$ cat config.mk
export PLATFORM = sky130hd
export DESIGN_NAME = hc21_ste_bus_ctrl
export DESIGN_NICKNAME = d
export VERILOG_FILES = /design/src/rtl/hc21_ste_bus_ctrl.sv
export SDC_FILE = /design/constraint.sdc
export NUM_CORES = 1
export LEC_CHECK = 0
export CAP_MARGIN = 10
export CORE_MARGIN = 2
export CORE_UTILIZATION = 49
export CTS_CLUSTER_DIAMETER = 150
export DETAILED_ROUTE_END_ITERATION = 8
export PLACE_DENSITY = 0.89
export SYNTH_ARGS = -nofsm -noshare
export SYNTH_HDL_FRONTEND = slang
export SYNTH_SLANG_ARGS = --single-unit
$ cat constraint.sdc
create_clock -name sysclk -period 4.2 [get_ports sysclk]
set_input_delay 0.84 -clock sysclk [delete_from_list [all_inputs] [get_ports sysclk]]
set_output_delay 0.84 -clock sysclk [all_outputs]
set_load 0.005 [all_outputs]
$ cat src/rtl/hc21_ste_bus_ctrl.sv
`default_nettype none
// ============================================================================
// Module   : hc21_ste_bus_ctrl
// Purpose  : STEBus master cycle sequencer for the HC21-STE CPU board.
//            Stalls the CPU on a STEBus window access, runs the STEBus
//            DATSTB*/DATACK* handshake, captures read data and then
//            releases the CPU.
// Options  : HC21_STE_TIMEOUT_EN - when defined, a watchdog aborts strobes
//            that no slave acknowledges and sets the sticky bus_err flag.
// Revision : 1.0 - initial release
// ============================================================================
module hc21_ste_bus_ctrl #(
    parameter int SETUP_CYCLES   = 2,
    parameter int TIMEOUT_CYCLES = 255
) (
    input  logic       sysclk,
    input  logic       sysrst,
    input  logic       sel_stebus_n,
    input  logic       cpu_mreq_n,
    input  logic       cpu_rd_n,
    input  logic       cpu_wr_n,
    output logic       cpu_wait_n,
    output logic [7:0] cpu_d_out,
    output logic       cpu_d_oe_n,
    input  logic [7:0] ste_d_in,
    output logic       ste_adr_oe_n,
    output logic       ste_dat_oe_n,
    output logic [2:0] ste_cm,
    output logic       ste_datstb_n,
    input  logic       ste_datack_n,
    output logic       bus_err,
    input  logic       bus_err_clr
);

    localparam logic [2:0] c_ST_IDLE   = 3'd0;
    localparam logic [2:0] c_ST_SETUP  = 3'd1;
    localparam logic [2:0] c_ST_STROBE = 3'd2;
    localparam logic [2:0] c_ST_ACK    = 3'd3;
`ifdef HC21_STE_TIMEOUT_EN
    localparam logic [2:0] c_ST_ERR    = 3'd4;
`endif
    localparam logic [2:0] c_ST_DONE   = 3'd5;

    localparam logic [2:0] c_CM_READ   = 3'b111;
    localparam logic [2:0] c_CM_WRITE  = 3'b110;
    localparam logic [2:0] c_CM_IDLE   = 3'b000;

    // Last counter value of the address/command setup phase.
    localparam logic [7:0] c_SETUP_LAST = 8'(SETUP_CYCLES - 1);
`ifdef HC21_STE_TIMEOUT_EN
    // Strobe counter value at which the watchdog gives up.
    localparam logic [7:0] c_TO_LAST    = 8'(TIMEOUT_CYCLES - 1);
`else
    localparam logic [7:0] c_unused_to  = 8'(TIMEOUT_CYCLES);
`endif

    logic [2:0] r_state;
    logic [2:0] w_next_state;
    logic       w_req;
    logic       r_req;
    logic       r_req_rd;
    logic       r_rd;
    logic       r_ack_s1;
    logic       r_ack_s2;
    logic       w_ack;
    logic [7:0] r_cnt;
    logic [7:0] r_d_out;
    logic       w_setup_done;
    logic       w_timeout;

    assign w_req        = !sel_stebus_n && !cpu_mreq_n && (!cpu_rd_n || !cpu_wr_n);
    assign w_ack        = !r_ack_s2;
    assign w_setup_done = (r_cnt == c_SETUP_LAST);

`ifdef HC21_STE_TIMEOUT_EN
    assign w_timeout = (r_state == c_ST_STROBE) && !w_ack && (r_cnt == c_TO_LAST);
`else
    assign w_timeout = 1'b0;
`endif

    assign cpu_d_out = r_d_out;

    // Register the CPU request/direction and synchronize the asynchronous DATACK*.
    always_ff @(posedge sysclk) begin
        if (sysrst) begin
            r_req    <= 1'b0;
            r_req_rd <= 1'b0;
            r_ack_s1 <= 1'b1;
            r_ack_s2 <= 1'b1;
        end else begin
            r_req    <= w_req;
            r_req_rd <= !cpu_rd_n;
            r_ack_s1 <= ste_datack_n;
            r_ack_s2 <= r_ack_s1;
        end
    end

    // State register.
    always_ff @(posedge sysclk) begin
        if (sysrst) begin
            r_state <= c_ST_IDLE;
        end else begin
            r_state <= w_next_state;
        end
    end

    // Phase counter: cleared on every state change, counts setup and strobe cycles.
    always_ff @(posedge sysclk) begin
        if (sysrst || (w_next_state != r_state)) begin
            r_cnt <= 8'd0;
        end else if (r_state == c_ST_SETUP) begin
            r_cnt <= r_cnt + 8'd1;
`ifdef HC21_STE_TIMEOUT_EN
        end else if (r_state == c_ST_STROBE) begin
            r_cnt <= r_cnt + 8'd1;
`endif
        end
    end

    // Latch the transfer direction when a request is accepted.
    always_ff @(posedge sysclk) begin
        if (sysrst) begin
            r_rd <= 1'b0;
        end else if ((r_state == c_ST_IDLE) && r_req) begin
            r_rd <= r_req_rd;
        end
    end

    // Read data: slave data on the ACK entry edge, all-ones on an aborted read.
    always_ff @(posedge sysclk) begin
        if (sysrst) begin
            r_d_out <= 8'h00;
        end else if ((r_state == c_ST_STROBE) && w_ack && r_rd) begin
            r_d_out <= ste_d_in;
        end else if (w_timeout && r_rd) begin
            r_d_out <= 8'hFF;
        end
    end

`ifdef HC21_STE_TIMEOUT_EN
    logic r_bus_err;

    // Sticky timeout flag; a new timeout outranks a simultaneous clear.
    always_ff @(posedge sysclk) begin
        if (sysrst) begin
            r_bus_err <= 1'b0;
        end else if (w_timeout) begin
            r_bus_err <= 1'b1;
        end else if (bus_err_clr) begin
            r_bus_err <= 1'b0;
        end
    end

    assign bus_err = r_bus_err;
`else
    logic w_unused_clr;
    assign w_unused_clr = bus_err_clr;
    assign bus_err      = 1'b0;
`endif

    // Next-state logic for the handshake sequencer.
    always_comb begin
        w_next_state = r_state;
        case (r_state)
            c_ST_IDLE: begin
                if (r_req) begin
                    w_next_state = c_ST_SETUP;
                end
            end
            c_ST_SETUP: begin
                if (w_setup_done) begin
                    w_next_state = c_ST_STROBE;
                end
            end
            c_ST_STROBE: begin
                if (w_ack) begin
                    w_next_state = c_ST_ACK;
`ifdef HC21_STE_TIMEOUT_EN
                end else if (w_timeout) begin
                    w_next_state = c_ST_ERR;
`endif
                end
            end
            c_ST_ACK: begin
                if (!w_ack) begin
                    w_next_state = c_ST_DONE;
                end
            end
`ifdef HC21_STE_TIMEOUT_EN
            c_ST_ERR: begin
                w_next_state = c_ST_DONE;
            end
`endif
            c_ST_DONE: begin
                if (sel_stebus_n || cpu_mreq_n) begin
                    w_next_state = c_ST_IDLE;
                end
            end
            default: begin
                w_next_state = c_ST_IDLE;
            end
        endcase
    end

    // Output decode: CPU stall, STEBus buffer enables, command and strobe.
    always_comb begin
        cpu_wait_n   = 1'b1;
        cpu_d_oe_n   = 1'b1;
        ste_adr_oe_n = 1'b1;
        ste_dat_oe_n = 1'b1;
        ste_cm       = c_CM_IDLE;
        ste_datstb_n = 1'b1;
        case (r_state)
            c_ST_SETUP, c_ST_STROBE, c_ST_ACK: begin
                cpu_wait_n   = 1'b0;
                ste_adr_oe_n = 1'b0;
                ste_dat_oe_n = r_rd;
                ste_cm       = r_rd ? c_CM_READ : c_CM_WRITE;
                ste_datstb_n = (r_state != c_ST_STROBE);
            end
`ifdef HC21_STE_TIMEOUT_EN
            c_ST_ERR: begin
                cpu_wait_n   = 1'b0;
                ste_adr_oe_n = 1'b0;
                ste_dat_oe_n = r_rd;
                ste_cm       = r_rd ? c_CM_READ : c_CM_WRITE;
            end
`endif
            c_ST_DONE: begin
                cpu_d_oe_n = !r_rd;
            end
            default: begin
                cpu_wait_n = 1'b1;
            end
        endcase
    end

endmodule
`default_nettype wire

==> impl_metrics.csv <==
group,metric,value,unit
run_status,status,"complete, no violations",
logic_synthesis,syn_nets,139,
critical_path,worst_ep_arrival_time,2010,ps
timing,final_max_slew_viol_count,0,
placement,dp_cells,170,
clock_network,cts_tree,"yes",
detailed_routing,post_drt_wl_per_cell,14.0,um
clock_network,cts.sink_count,24,
critical_path,worstReg2RegStart,"r_state[0]$_SDFF_PP0_",
clock_network,cts_inserted_buffers,3,
logic_synthesis,ys_warn_count,0,
logic_synthesis,synth-seq-cells,24,
cells_and_area,utilization,0.664,
critical_path,crit_path_max_fanout,14,
hold_path,hold_class,"reg -> reg",
logic_synthesis,synth_top_family_by_area,"simple AND/OR/NAND/NOR gates",
cells_and_area,layout-drive-gt1-share,0.0616,
cells_and_area,syn_to_final_growth,30.6,%
detailed_routing,finalWirelength,2.43,mm
detailed_routing,antenna_left,0,
logic_synthesis,avgSynthCellArea,9.11,um2
detailed_routing,drt_iter0_markers,20,
critical_path,start_kind,"register",
logic_synthesis,synth_compound_area_frac,0.0953,
flow_run,drv_cap,0,
power,p_leak,0.559,nW
logic_synthesis,ys_async_sr_fraction,0,
global_route,grt_pass1_wl,4.06,mm
detailed_routing,vias,946,
global_route,gr-total-overflow,0,
timing,grt_setup_unrepaired,"false",
critical_path,reg2regPathDepth,4,
hold_path,hold_depth,1,
hold_path,whs_endpoint,"r_ack_s2$_SDFF_PP1_",
logic_synthesis,muxShareOfSynthArea,0.0817,
floorplanning,die_y,51.4,um
floorplanning,rows,17,
global_route,grt_max_degree,18,
timing,tightest_slew,641,ps
logic_synthesis,syn-instance-count,121,
timing,finalWorstSetupSlack,1350,ps
logic_synthesis,synth_xor_area_frac,0.0556,
placement,dpl.hpwl,1.78,mm
timing,period_needed,2850,ps
cells_and_area,layout_common_cells,"clkdlybuf4s50_1, nor2_1, dfxtp_1, mux2i_1, nand2_1",
logic_synthesis,synthFlopType,"dfxtp_1",
clock_network,hold_buffers,0,
timing,clock_skew,8.22,ps
detailed_routing,drt-vias-per-instance,5.44,
timing,setup_viol,0,
logic_synthesis,syn_area,1100,um2
hold_path,hp-start,"r_ack_s1$_SDFF_PP1_",
floorplanning,ios,33,
floorplanning,die_area,2650,um2
clock_network,htreeDepth,1,
detailed_routing,drc_errors,0,
logic_synthesis,synth_cell_types,36,
critical_path,critPathKind,"reg -> out",
logic_synthesis,ys_seq_area_frac,0.436,
global_route,first_global_vias,958,
logic_synthesis,synth-adder-area-share,0.0227,
logic_synthesis,synthSimpleGateAreaFrac,0.253,
clock_network,clk_pin_slew,140,ps
clock_network,cts_buffer_depth,2,
critical_path,worst-endpoint-required,3360,ps
critical_path,rrSetupSlack,2310,ps
clock_network,cts_root_buf,"clkbuf_4",
cells_and_area,finalNetCount,165,
cells_and_area,num-fill-cells,190,
floorplanning,dieWidth,51.4,um
placement,placed_area,1390,um2
placement,pre_cts_slack,1610,ps
floorplanning,core_area,2170,um2
cells_and_area,final_common_cell,"clkdlybuf4s50_1",
global_route,antenna_found_initial,0,
detailed_routing,first_pass_iters,4,
clock_network,post_cts_buffers,0,
placement,place.port_buffers,30,
cells_and_area,antenna_cells,0,
cells_and_area,fin_area,1440,um2
floorplanning,start_util,0.508,
clock_network,clock_latency,320,ps
power,irDropWorstVdd,0.000218,V
cells_and_area,instances_no_fill,174,
power,pwr_density_cell,309,nW/um2
critical_path,reg2reg_to,"r_cnt[1]$_SDFFE_PP0P_",
logic_synthesis,synth-edff-count,0,
critical_path,end_kind,"primary output",
timing,relSlewSlack,0.572,
timing,hold_viol_final,0,
timing,tns,0,ps
global_route,track_usage,0.205,
timing,post-route-period-util,0.678,
clock_network,post_cts_resized,0,
placement,gp_congestion,0.722,
timing,max_freq,351,MHz
-- synth_stat cells, drive strengths merged (3+ instances only) --
master	instances	share of area
a21oi	4	0.018
buf	6	0.035
clkbuf	3	0.010
dfxtp	24	0.44
mux2i	9	0.082
nand2	8	0.027
nand4b	3	0.024
nor2	25	0.085
nor3	4	0.018
xnor2	5	0.040
-- where the power goes --
part	switching (mW)	total, mW	internal (mW)	leakage [nW]
clock network	0.0720	0.168	0.0965	0.0279
logic	0.0168	0.0410	0.0242	0.336
registers	0.00475	0.236	0.231	0.194
-- cell families (layout without fill, tap and decap cells) --
family | count (synthesis) | count (layout)
buf+inv | 11 | 36
fa+ha+maj | 2 | 2
flops | 24 | 24
compound gates | 12 | 12
simple gates | 55 | 55
mux | 9 | 9
other cells | 1 | 1
xor+xnor | 7 | 7
-- critical path, stage by stage (launching register included) --
cell	delay, ps
dfxtp_1	610
nor2_1	170
nor2_1	230
and2_1	170
clkdlybuf4s50_1	510
-- layer usage --
metal  global-route usage  vias to the layer above  wire [um]
met5                    0                        -          0
met4               0.0570                        0         39
met3               0.0673                        8        190
met2                0.372                       38       1160
met1                0.225                      440       1040
li1                     -                      460          -
-- worst max path at each step --
stage	to	slack [ps]	start	cells past startpoint
floorplan	ste_adr_oe_n	2180	r_state[1]$_SDFF_PP0_	5
global placement	r_cnt[1]$_SDFFE_PP0P_	1660	sel_stebus_n	5
detailed placement	r_cnt[1]$_SDFFE_PP0P_	1610	sel_stebus_n	5
CTS	ste_cm[0]	1360	r_state[1]$_SDFF_PP0_	4
global route	ste_cm[0]	1230	r_state[0]$_SDFF_PP0_	4
finish	ste_cm[0]	1350	r_state[1]$_SDFF_PP0_	4
-- area by class of cell --
type	count	area [um2]	share of cell area
clock buffer	3	22.5	0.0156
multi-input combinational	86	564	0.392
clock inverter	1	30.0	0.0209
timing repair buffer	30	300	0.209
tap	28	35.0	0.0243
sequential	24	480	0.334
inverter	2	7.51	0.00521
-- registers in the layout, summed over array words and instances (netlist names) --
name / count
r_state: 3
r_req_rd: 1
r_req: 1
r_rd: 1
r_cnt: 8
cpu_d_out: 8
r_ack_s2: 1
r_ack_s1: 1
-- through the flow --
step	power, mW	hold slack [ps]
after floorplan	0.261	389
after detailed placement	0.282	406
after CTS	0.449	443
after global placement	0.280	393
after global routing	0.462	464
final	0.446	440
Power figures use the tool's default switching activity.
==> variant, RTL diff (config.mk and constraints unchanged) <==
Build with the macro `HC21_STE_TIMEOUT_EN` defined.
--- a/src/rtl/hc21_ste_bus_ctrl.sv
+++ b/src/rtl/hc21_ste_bus_ctrl.sv
@@ -9,6 +9,8 @@
 //            that no slave acknowledges and sets the sticky bus_err flag.
 // Revision : 1.0 - initial release
 // ============================================================================
+`define HC21_STE_TIMEOUT_EN
+
 module hc21_ste_bus_ctrl #(
     parameter int SETUP_CYCLES   = 2,
     parameter int TIMEOUT_CYCLES = 255
Check against the original RTL: no difference found for any inputs over 10 cycles, from zero or initial values and one cycle with sysrst high; that may be too few to reach the edited logic, so the function may still have changed.
==> variant against the original RTL <==
First-iteration DRC count rose by 85%; design area grew 18%; utilization down 3.2 points; die area grew 21%; sequential share of layout area fell by 3.9 points; area after synthesis is 23% higher; clock skew fell by 0.0025 ns; setup slack worse by 0.043 ns; power decreased by 8.9%; combinational power is 34% higher; worst hold slack lost 0.016 ns; sequential cell count is 1 higher; routed wire length up 9.3%; critical endpoint unchanged; highest routed layer unchanged.
==> variant: results (changes against the original RTL) <==
{| class="wikitable"
! Metric !! Value
|-
| Critical-path maximum fanout || 12 (-2)
|-
| Multi-input gate area || 724.4 um^2 (+28%)
|-
| Result of the run || finished clean
|-
| Worst setup slack for register-to-register paths || 2.43 ns (+0.12 ns)
|-
| Fraction of synthesized cell area in xor and xnor cells || 6.377% (+0.82 points)
|-
| Total instance count after detailed placement || 196 (+15%)
|-
| Average vias per placed instance || 5.355 (-1.5%)
|-
| Data arrival time of the worst path || 2.05 ns (+0.04 ns)
|-
| Bufs w/o clock || 32 (+6.7%)
|-
| Sequential area share after synthesis || 36.97% (-6.6 points)
|-
| Gate power share || 13.5% (+4.3 points)
|-
| GRT Resource Usage Total || 17.87% (-2.6 points)
|-
| Final-layout clock-cell area share || 1.621% (-2.0 points)
|-
| Count of input and output buffers || 32 (+6.7%)
|-
| Hold Worst Slack || 0.4234 ns (-0.01627 ns)
|-
| Number of filler cells placed in the layout || 215 (+13%)
|-
| Arithmetic-cell share of the synthesized area counting full adders, half adders and majority gates || 2.773% (+0.50 points)
|-
| Cell types with the highest counts after synthesis || 25 x sky130_fd_sc_hd__dfxtp_1, 23 x sky130_fd_sc_hd__inv_1, 9 x sky130_fd_sc_hd__nor2_1, 8 x sky130_fd_sc_hd__a221oi_2, 8 x sky130_fd_sc_hd__xnor2_1
|-
| Count of inverters other than clock inverters in the layout || 23 (+21)
|-
| Critical R2R Capture || cpu_d_out[1]
|-
| Complex-gate fraction of the synthesized area || 18.67% (+9.1 points)
|-
| Wire length of the first global-routing pass || 4.636 mm (+14%)
|-
| Share of cells above drive strength 1 || 19.53% (+13 points)
|-
| Clock Skews || 0.005678 ns (-0.002546 ns)
|-
| Overall routed net length || 2.659 mm (+9.3%)
|-
| Max-slew headroom || 46.35% (-11 points)
|-
| Avg WL per Cell || 13.30 um (-4.9%)
|-
| Power in sequential cells || 248 uW (+5%)
|-
| Net switching power of the design || 99.09 uW (+5.9%)
|-
| Number of instances in the synthesized netlist || 141 (+17%)
|}
==> variant: stage by stage <==
| step | area, um^2 | worst slack (ns) | total power, uW |
|---|---|---|---|
| finish | 1698 | 1.309 | 406.0 |
| global route | 1698 | 1.140 | 426.6 |
| CTS | 1698 | 1.297 | 410.3 |
| detailed placement | 1670 | 1.676 | 307.6 |
| global placement | 1670 | 1.736 | 305.2 |
| floorplan | 1354 | 2.161 | 282.8 |
==> variant: worst max-delay path by stage <==
stage | start | to | slack (ns) | cells after the start
global route | r_state[0] | ste_cm[0] | 1.14 | 4
detailed placement | sysrst | r_cnt[1] | 1.68 | 4
CTS | r_state[0] | ste_cm[0] | 1.30 | 4
finish | r_state[0] | ste_cm[0] | 1.31 | 4
floorplan | r_state[1] | ste_adr_oe_n | 2.16 | 5
global placement | sysrst | r_cnt[1] | 1.74 | 4
==> variant: routing by layer <==
layer,track usage [%],vias to the layer above,routed length [um]
met2,29.40,39,1299
met3,3.456,5,171
met5,0,-,0
met4,6.803,0,27
li1,-,542,-
met1,22.99,485,1161
